## config.mk

```make
export PLATFORM = sky130hd
export DESIGN_NAME = piso_serializer
export DESIGN_NICKNAME = d
export VERILOG_FILES = /design/src/rtl/piso_serializer.sv
export SDC_FILE = /design/constraint.sdc
export NUM_CORES = 1
export LEC_CHECK = 0
export BUFFER_PORTS_ARGS = -buffer_cell sky130_fd_sc_hd__buf_2
export CORE_UTILIZATION = 29
export CTS_CLUSTER_DIAMETER = 80
export CTS_CLUSTER_SIZE = 14
export DETAILED_ROUTE_END_ITERATION = 10
export PLACE_DENSITY_LB_ADDON = 0.05
export SETUP_SLACK_MARGIN = 0.4
export SYNTH_ARGS = -nofsm -noshare
export SYNTH_HDL_FRONTEND = slang
export SYNTH_SLANG_ARGS = --single-unit
export TNS_END_PERCENT = 5
```

## constraint.sdc

```tcl
create_clock -name clk -period 1.9 [get_ports clk]
set_input_delay 0.475 -clock clk [delete_from_list [all_inputs] [get_ports clk]]
set_output_delay 0.475 -clock clk [all_outputs]
set_load 0.1 [all_outputs]
```

## src/rtl/piso_serializer.sv

```systemverilog
// piso_serializer: parallel-in / serial-out shifter with a ready/valid word
// input, a pausable serial output carrying frame markers, and a count of
// completed words.
//
// state | meaning
// ------+----------------------------------------------------------------
// IDLE  | no word in flight; in_ready high, serial outputs low
// SHIFT | word in flight; one bit is consumed per edge while pause is low

module piso_serializer #(
  parameter int WIDTH = 4
) (
  input  logic             clk,
  input  logic             clear,
  input  logic [WIDTH-1:0] in_data,
  input  logic             in_valid,
  output logic             in_ready,
  input  logic             dir,
  input  logic             pause,
  output logic             serial_out,
  output logic             serial_valid,
  output logic             frame_start,
  output logic             frame_end,
  output logic [7:0]       words_sent
);

  localparam int IDX_W = (WIDTH > 2) ? $clog2(WIDTH) : 1;
  localparam logic [IDX_W-1:0] LAST_IDX = IDX_W'(WIDTH - 1);

  typedef enum logic {
    IDLE  = 1'b0,
    SHIFT = 1'b1
  } state_t;

  state_t           state;
  logic [WIDTH-1:0] shift_reg;
  logic [IDX_W-1:0] bit_idx;
  logic             dir_q;
  logic             valid_q;

  logic             at_last;
  logic             advance;
  logic             accept;

  // The last bit is being consumed at the coming edge only when not paused.
  always_comb begin
    at_last = (bit_idx == LAST_IDX);
    advance = (state == SHIFT) && !pause;
  end

  // Ready while idle, or on the final-bit cycle so the next word follows
  // without a gap; forced low while clear is asserted.
  always_comb begin
    in_ready = 1'b0;
    if (clear) begin
      in_ready = (state == IDLE) || ((state == SHIFT) && at_last && !pause);
    end
    accept = in_valid && in_ready;
  end

  // Pause masks the qualifiers but not serial_out, which keeps the held bit.
  always_comb begin
    serial_valid = valid_q && !pause;
    frame_start  = serial_valid && (bit_idx == '0);
    frame_end    = serial_valid && at_last;
  end

  // Word counter: bumps on every consumed final bit, wrapping at 256.
  always_ff @(posedge clk or negedge clear) begin
    if (!clear) begin
      words_sent <= 8'd0;
    end else if (advance && at_last) begin
      words_sent <= words_sent + 8'd1;
    end
  end

  // Sequencer: loads accepted words, shifts toward the output end, and
  // registers the bit that will be presented in the next cycle.
  always_ff @(posedge clk or negedge clear) begin
    if (!clear) begin
      state      <= IDLE;
      shift_reg  <= '0;
      bit_idx    <= '0;
      dir_q      <= 1'b0;
      valid_q    <= 1'b0;
      serial_out <= 1'b0;
    end else begin
      case (state)
        IDLE: begin
          if (accept) begin
            state      <= SHIFT;
            shift_reg  <= in_data;
            dir_q      <= dir;
            bit_idx    <= '0;
            valid_q    <= 1'b1;
            serial_out <= dir ? in_data[WIDTH-1] : in_data[0];
          end
        end
        SHIFT: begin
          if (accept) begin
            // Back-to-back: next word replaces the finished one at once.
            shift_reg  <= in_data;
            dir_q      <= dir;
            bit_idx    <= '0;
            valid_q    <= 1'b1;
            serial_out <= dir ? in_data[WIDTH-1] : in_data[0];
          end else if (advance) begin
            if (at_last) begin
              state      <= IDLE;
              shift_reg  <= '0;
              bit_idx    <= '0;
              valid_q    <= 1'b0;
              serial_out <= 1'b0;
            end else begin
              bit_idx <= bit_idx + IDX_W'(1);
              if (dir_q) begin
                shift_reg  <= shift_reg << 1;
                serial_out <= shift_reg[WIDTH-2];
              end else begin
                shift_reg  <= shift_reg >> 1;
                serial_out <= shift_reg[1];
              end
            end
          end
        end
        default: begin
          state   <= IDLE;
          valid_q <= 1'b0;
        end
      endcase
    end
  end

endmodule

```

==> results of run 1 <==
[per-layer routing]
| layer | up-vias | GRT usage |
|---|---|---|
| met5 | - | 0 |
| met4 | 0 | 0.07309 |
| met3 | 2 | 0.03030 |
| met2 | 13 | 0.1873 |
| met1 | 361 | 0.2095 |
| li1 | 397 | - |
[placed cells by master (no fill, tap or decap)]
| master | count |
|---|---|
| dfrtp_2 | 5 |
| nor2b_1 | 2 |
| mux2i_1 | 3 |
| inv_1 | 3 |
| nand4_1 | 3 |
| and2_4 | 2 |
| buf_4 | 9 |
| clkbuf_4 | 3 |
| a31o_1 | 1 |
| nand3_1 | 1 |
| nor3_1 | 6 |
| buf_12 | 4 |
| and3b_1 | 2 |
| nand4b_1 | 1 |
| a21o_1 | 1 |
| buf_6 | 2 |
| nand3b_1 | 2 |
| nor3b_1 | 1 |
| or3b_4 | 1 |
| and3_1 | 1 |
| buf_8 | 2 |
| a21oi_2 | 1 |
| clkbuf_8 | 1 |
| o21ai_0 | 7 |
| and4b_1 | 1 |
| or3_1 | 2 |
| xor2_1 | 3 |
| a21boi_4 | 1 |
| nor2b_4 | 1 |
| nand2_1 | 8 |
| mux2_2 | 3 |
| xnor2_1 | 4 |
| ha_2 | 2 |
| or2_1 | 1 |
| nor2_1 | 4 |
| dfrtp_1 | 13 |
| buf_2 | 13 |
| ha_1 | 1 |
| a31oi_1 | 4 |
[worst paths after layout]
path | to | slack [ps] | depth (start not counted)
setup / recovery | in_ready | 70 | 4
hold / removal | words_sent[2] | 20 | 1
setup reg to reg | shift_reg[0] | 210 | 5
hold reg to reg | words_sent[7] | 470 | 1
max in group asynchronous | words_sent[5] | 1480 | 2
min in group clk | shift_reg[1] | 440 | 3
[through the flow]
stage,total power [mW],setup slack [ps],std cells
2_1_floorplan,1.656,-102.9,96
3_3_place_gp,1.949,155.8,162
3_5_place_dp,1.950,134.9,162
4_1_cts,2.245,50.51,169
5_1_grt,2.465,-24.39,169
6_report,2.303,70.28,169
[final cells by class]
class	count	area [sq um]
well taps	44	55.05
repair buffers	30	265.3
multi-input cells	70	509.2
flip-flops and latches	18	456.7
clock buffers	4	36.28
fillers	330	1769
inverters	3	11.26
[Yosys cell counts (2+ instances only)]
cell type  number  share of area
a31oi_1         4          0.026
and2_1          2          0.013
and3b_1         2          0.018
buf_2           2          0.010
clkbuf_1        2         0.0078
dfrtp_1        18           0.47
ha_1            3          0.039
inv_1           3          0.012
mux2_2          3          0.035
mux2i_1         3          0.031
nand2_1         8          0.031
nand3b_1        2          0.015
nand4_1         3          0.019
nor2_1          4          0.015
nor2b_1         3          0.019
nor3_1          6          0.031
o21ai_0         7          0.036
or3_1           2          0.013
xnor2_1         4          0.036
xor2_1          3          0.027
[report_power, final]
| part | internal (mW) | switching [mW] |
|---|---|---|
| clock network | 0.117 | 0.128 |
| logic | 0.521 | 0.839 |
| registers | 0.539 | 0.159 |
| total | 1.18 | 1.13 |
[worst reg2reg max path, stage by stage (launching register included)]
cell	delay, ps
dfrtp_1	400
ha_2	190
buf_4	150
or3b_4	390
or3_1	300
a31oi_1	180
[repair_timing]
| action | 4_1_cts | 5_1_grt |
|---|---|---|
| pin swaps | 1 | 1 |
| resized for setup | 2 | 20 |
| hold buffers | 0 | 0 |
| endpoints found under the setup margin | 18 | 19 |
| setup buffers | 3 | 0 |
[cell families (layout without fill, tap and decap cells)]
logic type,count (synthesis),after routing,synth area share
XOR/XNOR,7,7,0.06331
AO/OA/AOI/OAI,15,15,0.09561
adder cells (fa/ha/maj),3,3,0.03876
flip-flops,18,18,0.4651
multiplexers,6,6,0.06589
AND/OR/NAND/NOR,39,39,0.2300
buffers and inverters,8,37,0.04135
==> impl_metrics.toml, run 1 <==
[yosys]
synth-edff-count = 0
synth_async_sr_flop_share = 1.000
syn_area_sq_um = 968.4
synth_cells = 96
synthFlopType = "dfrtp_1"
synth-seq-cells = 18
yosysWarnings = 0
synth_cell_types = 32
avgSynthCellArea_sq_um = 10.09
synth_nets = 108
ys_seq_area_frac = 0.4651

[cts]
clock_latency_ps = 300
numCtsBuffers = 3
clockRootBuffer = "clkbuf_4"
path_clk_slew_ps = 110
cts_sinks = 18
cts_max_path_buffers = 2
cts_tree = "yes"
cts-htree-levels = 1

[floorplan]
core_sq_um = 3103
die_h_um = 59.79
die_w_um = 59.79
boundaryPins = 22
rows = 20
dieArea_sq_um = 3574
initial_core_util = 0.3121

[worst_setup_path]
critPathMaxStageDelay_ps = 370
crit_path_end_kind = "output port"
critPathKind = "flop to output port"
path_buf_inv = 1
cp_slowest_cell = "dfrtp_1"
cp_data_required_time_ps = 1420
path_max_fanout = 2
worstReg2RegStart = "bit_idx[0]"
worstSetupStartpointType = "flop"
crit_chain = "ha_2 -> nand3b_1 -> a21boi_4 -> buf_12"
cp-startpoint = "bit_idx[1]"
crit_family = "flip-flops"
arrival_ps = 1350

[layout]
largest_register_ffs = 8
fin_util = 0.4298
area_growth_pct = 37.73
final_nets = 138
stdcell_area_sq_um = 1334
n_antenna_cell = 0
drive_gt1_frac = 0.4000

[sta]
worst_pin_slew_ps = 484.0
finalSetupViolations = 0
min_period_ps = 1830
slew_headroom = 0.6796
finalSetupTns_ps = 0
rsz0062_at_grt = "yes"
slew_violations = 0
fmax_ghz = 0.5465
skew_ps = 4.176
hold_slack_ps = 16.02
finalHoldViolCount = 0
post-route-period-util = 0.9630

[drt]
routed_wl_um = 2173
drt_pass1_iterations = 4
drt-met1-wl_um = 1172
dr_wl_met2_um = 890
wl_met3_um = 89
drt_iter0_markers = 22
route.top_layer_used = "met4"
drt_drc_violations_left = 0
ant_nets = 0
vias_per_cell = 4.574
post_drt_wl_per_cell_um = 12.86
dr_total_vias = 773

[place]
dpl.hpwl_um = 1599
placed_area_sq_um = 1229
port_buffers = 21
gp_congestion = 0.7541

[grt]
grt_max_degree = 13
overflow = 0
grt_antenna_before_repair = 0
grt_pass1_vias = 779
grt.total_usage = 0.1407
grt_pass1_wl_um = 3594

[status]
run_status = "finished clean"

[run]
maxCapViolCount = 0

[worst_hold_path]
hold_path_class = "primary input to asynchronous set/reset pin"

[pwr]
irDropWorstVdd_mv = 1.031
powerDensity_nw_per_um2 = 1727
leakagePower_nw = 0.6275
No activity file was read; power rests on OpenSTA's default activity.
==> run 2, diff against run 1 <==
Settings changed: CELL_PAD_IN_SITES_DETAIL_PLACEMENT set to 1, CELL_PAD_IN_SITES_GLOBAL_PLACEMENT set to 1, REMOVE_ABC_BUFFERS set to 1.
==> impl_metrics.toml, run 2 (synthesized netlist as in run 1, its figures left out) <==
[status]
run_status = "finished clean"

[sta]
rsz0062_at_grt = "yes"
min_period_ps = 1879
slew_headroom = 0.8199
worst_pin_slew_ps = 270.1
finalHoldViolCount = 0
hold_slack_ps = 211.9
skew_ps = 1.525
slew_violations = 0
fmax_ghz = 0.5322
finalSetupViolations = 0
setup_ws_ps = 21.15
post-route-period-util = 0.9889

[place]
post-place-ws_ps = 46.46
port_buffers = 21
gp_congestion = 0.7023
dpl.hpwl_um = 1815
placed_area_sq_um = 1205
dp_cells = 162

[layout]
area_growth_pct = 49.74
num-fill-cells = 366
final_nets = 141
drive_gt1_frac = 0.4609
n_antenna_cell = 0
regArea_sq_um = 457.9
largest_register_ffs = 8
finalNonFillerCells = 172
most-common-layout-cells = "dfrtp_1 (12), buf_4 (9), nand2_1 (8), buf_2 (8)"
stdcell_area_sq_um = 1450
final_common_cell = "dfrtp_1"
multiInputGateArea_sq_um = 544.3

[pwr]
finalPower_mw = 2.481
switching_share = 0.4836
power_frac_comb = 0.615
irDropWorstVdd_mv = 1.053
clkPwrFrac = 0.100
leakagePower_nw = 0.6512
powerDensity_nw_per_um2 = 1711
power_frac_seq = 0.285
switching_power_mw = 1.200
p_int_mw = 1.281

[floorplan]
boundaryPins = 22
die_h_um = 59.79
dieArea_sq_um = 3574
die_w_um = 59.79
initial_core_util = 0.3121
core_sq_um = 3103
rows = 20

[grt]
grt.total_usage = 0.1742
grt_pass1_vias = 834
grt_max_degree = 16
overflow = 0
grt_antenna_before_repair = 0
grt_pass1_wl_um = 4436

[cts]
cts_sinks = 18
clock_latency_ps = 300
path_clk_slew_ps = 110
cts_tree = "yes"
clockRootBuffer = "clkbuf_4"
cts_max_path_buffers = 2
cts-htree-levels = 1
numCtsBuffers = 3

[drt]
drt_iter0_markers = 24
drt_drc_violations_left = 0
ant_nets = 0
drt_pass1_iterations = 4
vias_per_cell = 4.953
routed_wl_um = 2636
route.top_layer_used = "met4"
wl_met3_um = 108
dr_total_vias = 852
drt-met1-wl_um = 1372
dr_wl_met2_um = 1114
post_drt_wl_per_cell_um = 15.33

[worst_hold_path]
hold_path_class = "primary input to asynchronous set/reset pin"

[run]
maxCapViolCount = 0

[worst_setup_path]
critPathKind = "flop to output port"
worstSetupStartpointType = "flop"
path_max_fanout = 3
arrival_ps = 1400
cp_data_required_time_ps = 1420
rr_endpoint = "shift_reg[0]"
regToRegSetupSlack_ps = 100
worstReg2RegStart = "bit_idx[0]"
crit_path_end_kind = "output port"
reg2reg_depth = 6
run 2: cell count changes in the layout (fill, tap and decap cells not counted), sizes merged:
cell         previous run  this run
dlygate4sd3             0         1
buf                    30        32
run 2: routing by layer:
layer,vias to the layer above,GRT usage
li1,402,-
met1,427,0.2490
met2,19,0.2524
met3,4,0.03247
met4,0,0.07973
met5,-,0
run 2: power groups by stage:
stage               Combinational [mW]  Sequential [mW]  Clock, mW
floorplan                        0.591            0.999          0
global placement                  1.26            0.674          0
detailed placement                1.28            0.682          0
CTS                               1.35            0.684      0.259
global route                      1.63            0.731      0.281
finish                            1.53            0.707      0.249
run 2: layout make-up:
type,count,area share
Multi-Input combinational cell,70,0.3753
Sequential cell,18,0.3158
Timing Repair Buffer,33,0.2381
Tap cell,44,0.03796
Clock buffer,4,0.02502
Inverter,3,0.007765
run 2: worst max path at each step:
| stage | startpoint | end | slack, ps |
|---|---|---|---|
| floorplan | bit_idx[0] | in_ready | -1670 |
| global placement | bit_idx[0] | in_ready | 60 |
| detailed placement | bit_idx[0] | in_ready | 50 |
| CTS | bit_idx[1] | in_ready | 30 |
| global route | bit_idx[0] | in_ready | -70 |
| finish | bit_idx[0] | in_ready | 20 |
run 2: what timing repair did:
action / 4_1_cts / 5_1_grt
gates cloned: 0 / 0
setup endpoints to repair: 21 / 19
hold buffers: 1 / 0
buffers inserted: 3 / 2
hold endpoints to repair: 3 / 0
pin swaps: 2 / 13
gates resized for setup: 4 / 57
run 2: metrics by stage:
stage          setup TNS (ps)    util
2_1_floorplan           -4785       -
3_3_place_gp                0  0.3883
3_5_place_dp                0  0.3883
4_1_cts                     0  0.4157
5_1_grt                -65.87  0.4673
6_report                    0  0.4673
run 2: critical path, cell delays in order, from the launching register on:
cell      delay, ps
dfrtp_1         440
ha_4            160
nand3b_1        110
a21boi_2        210
buf_12          190
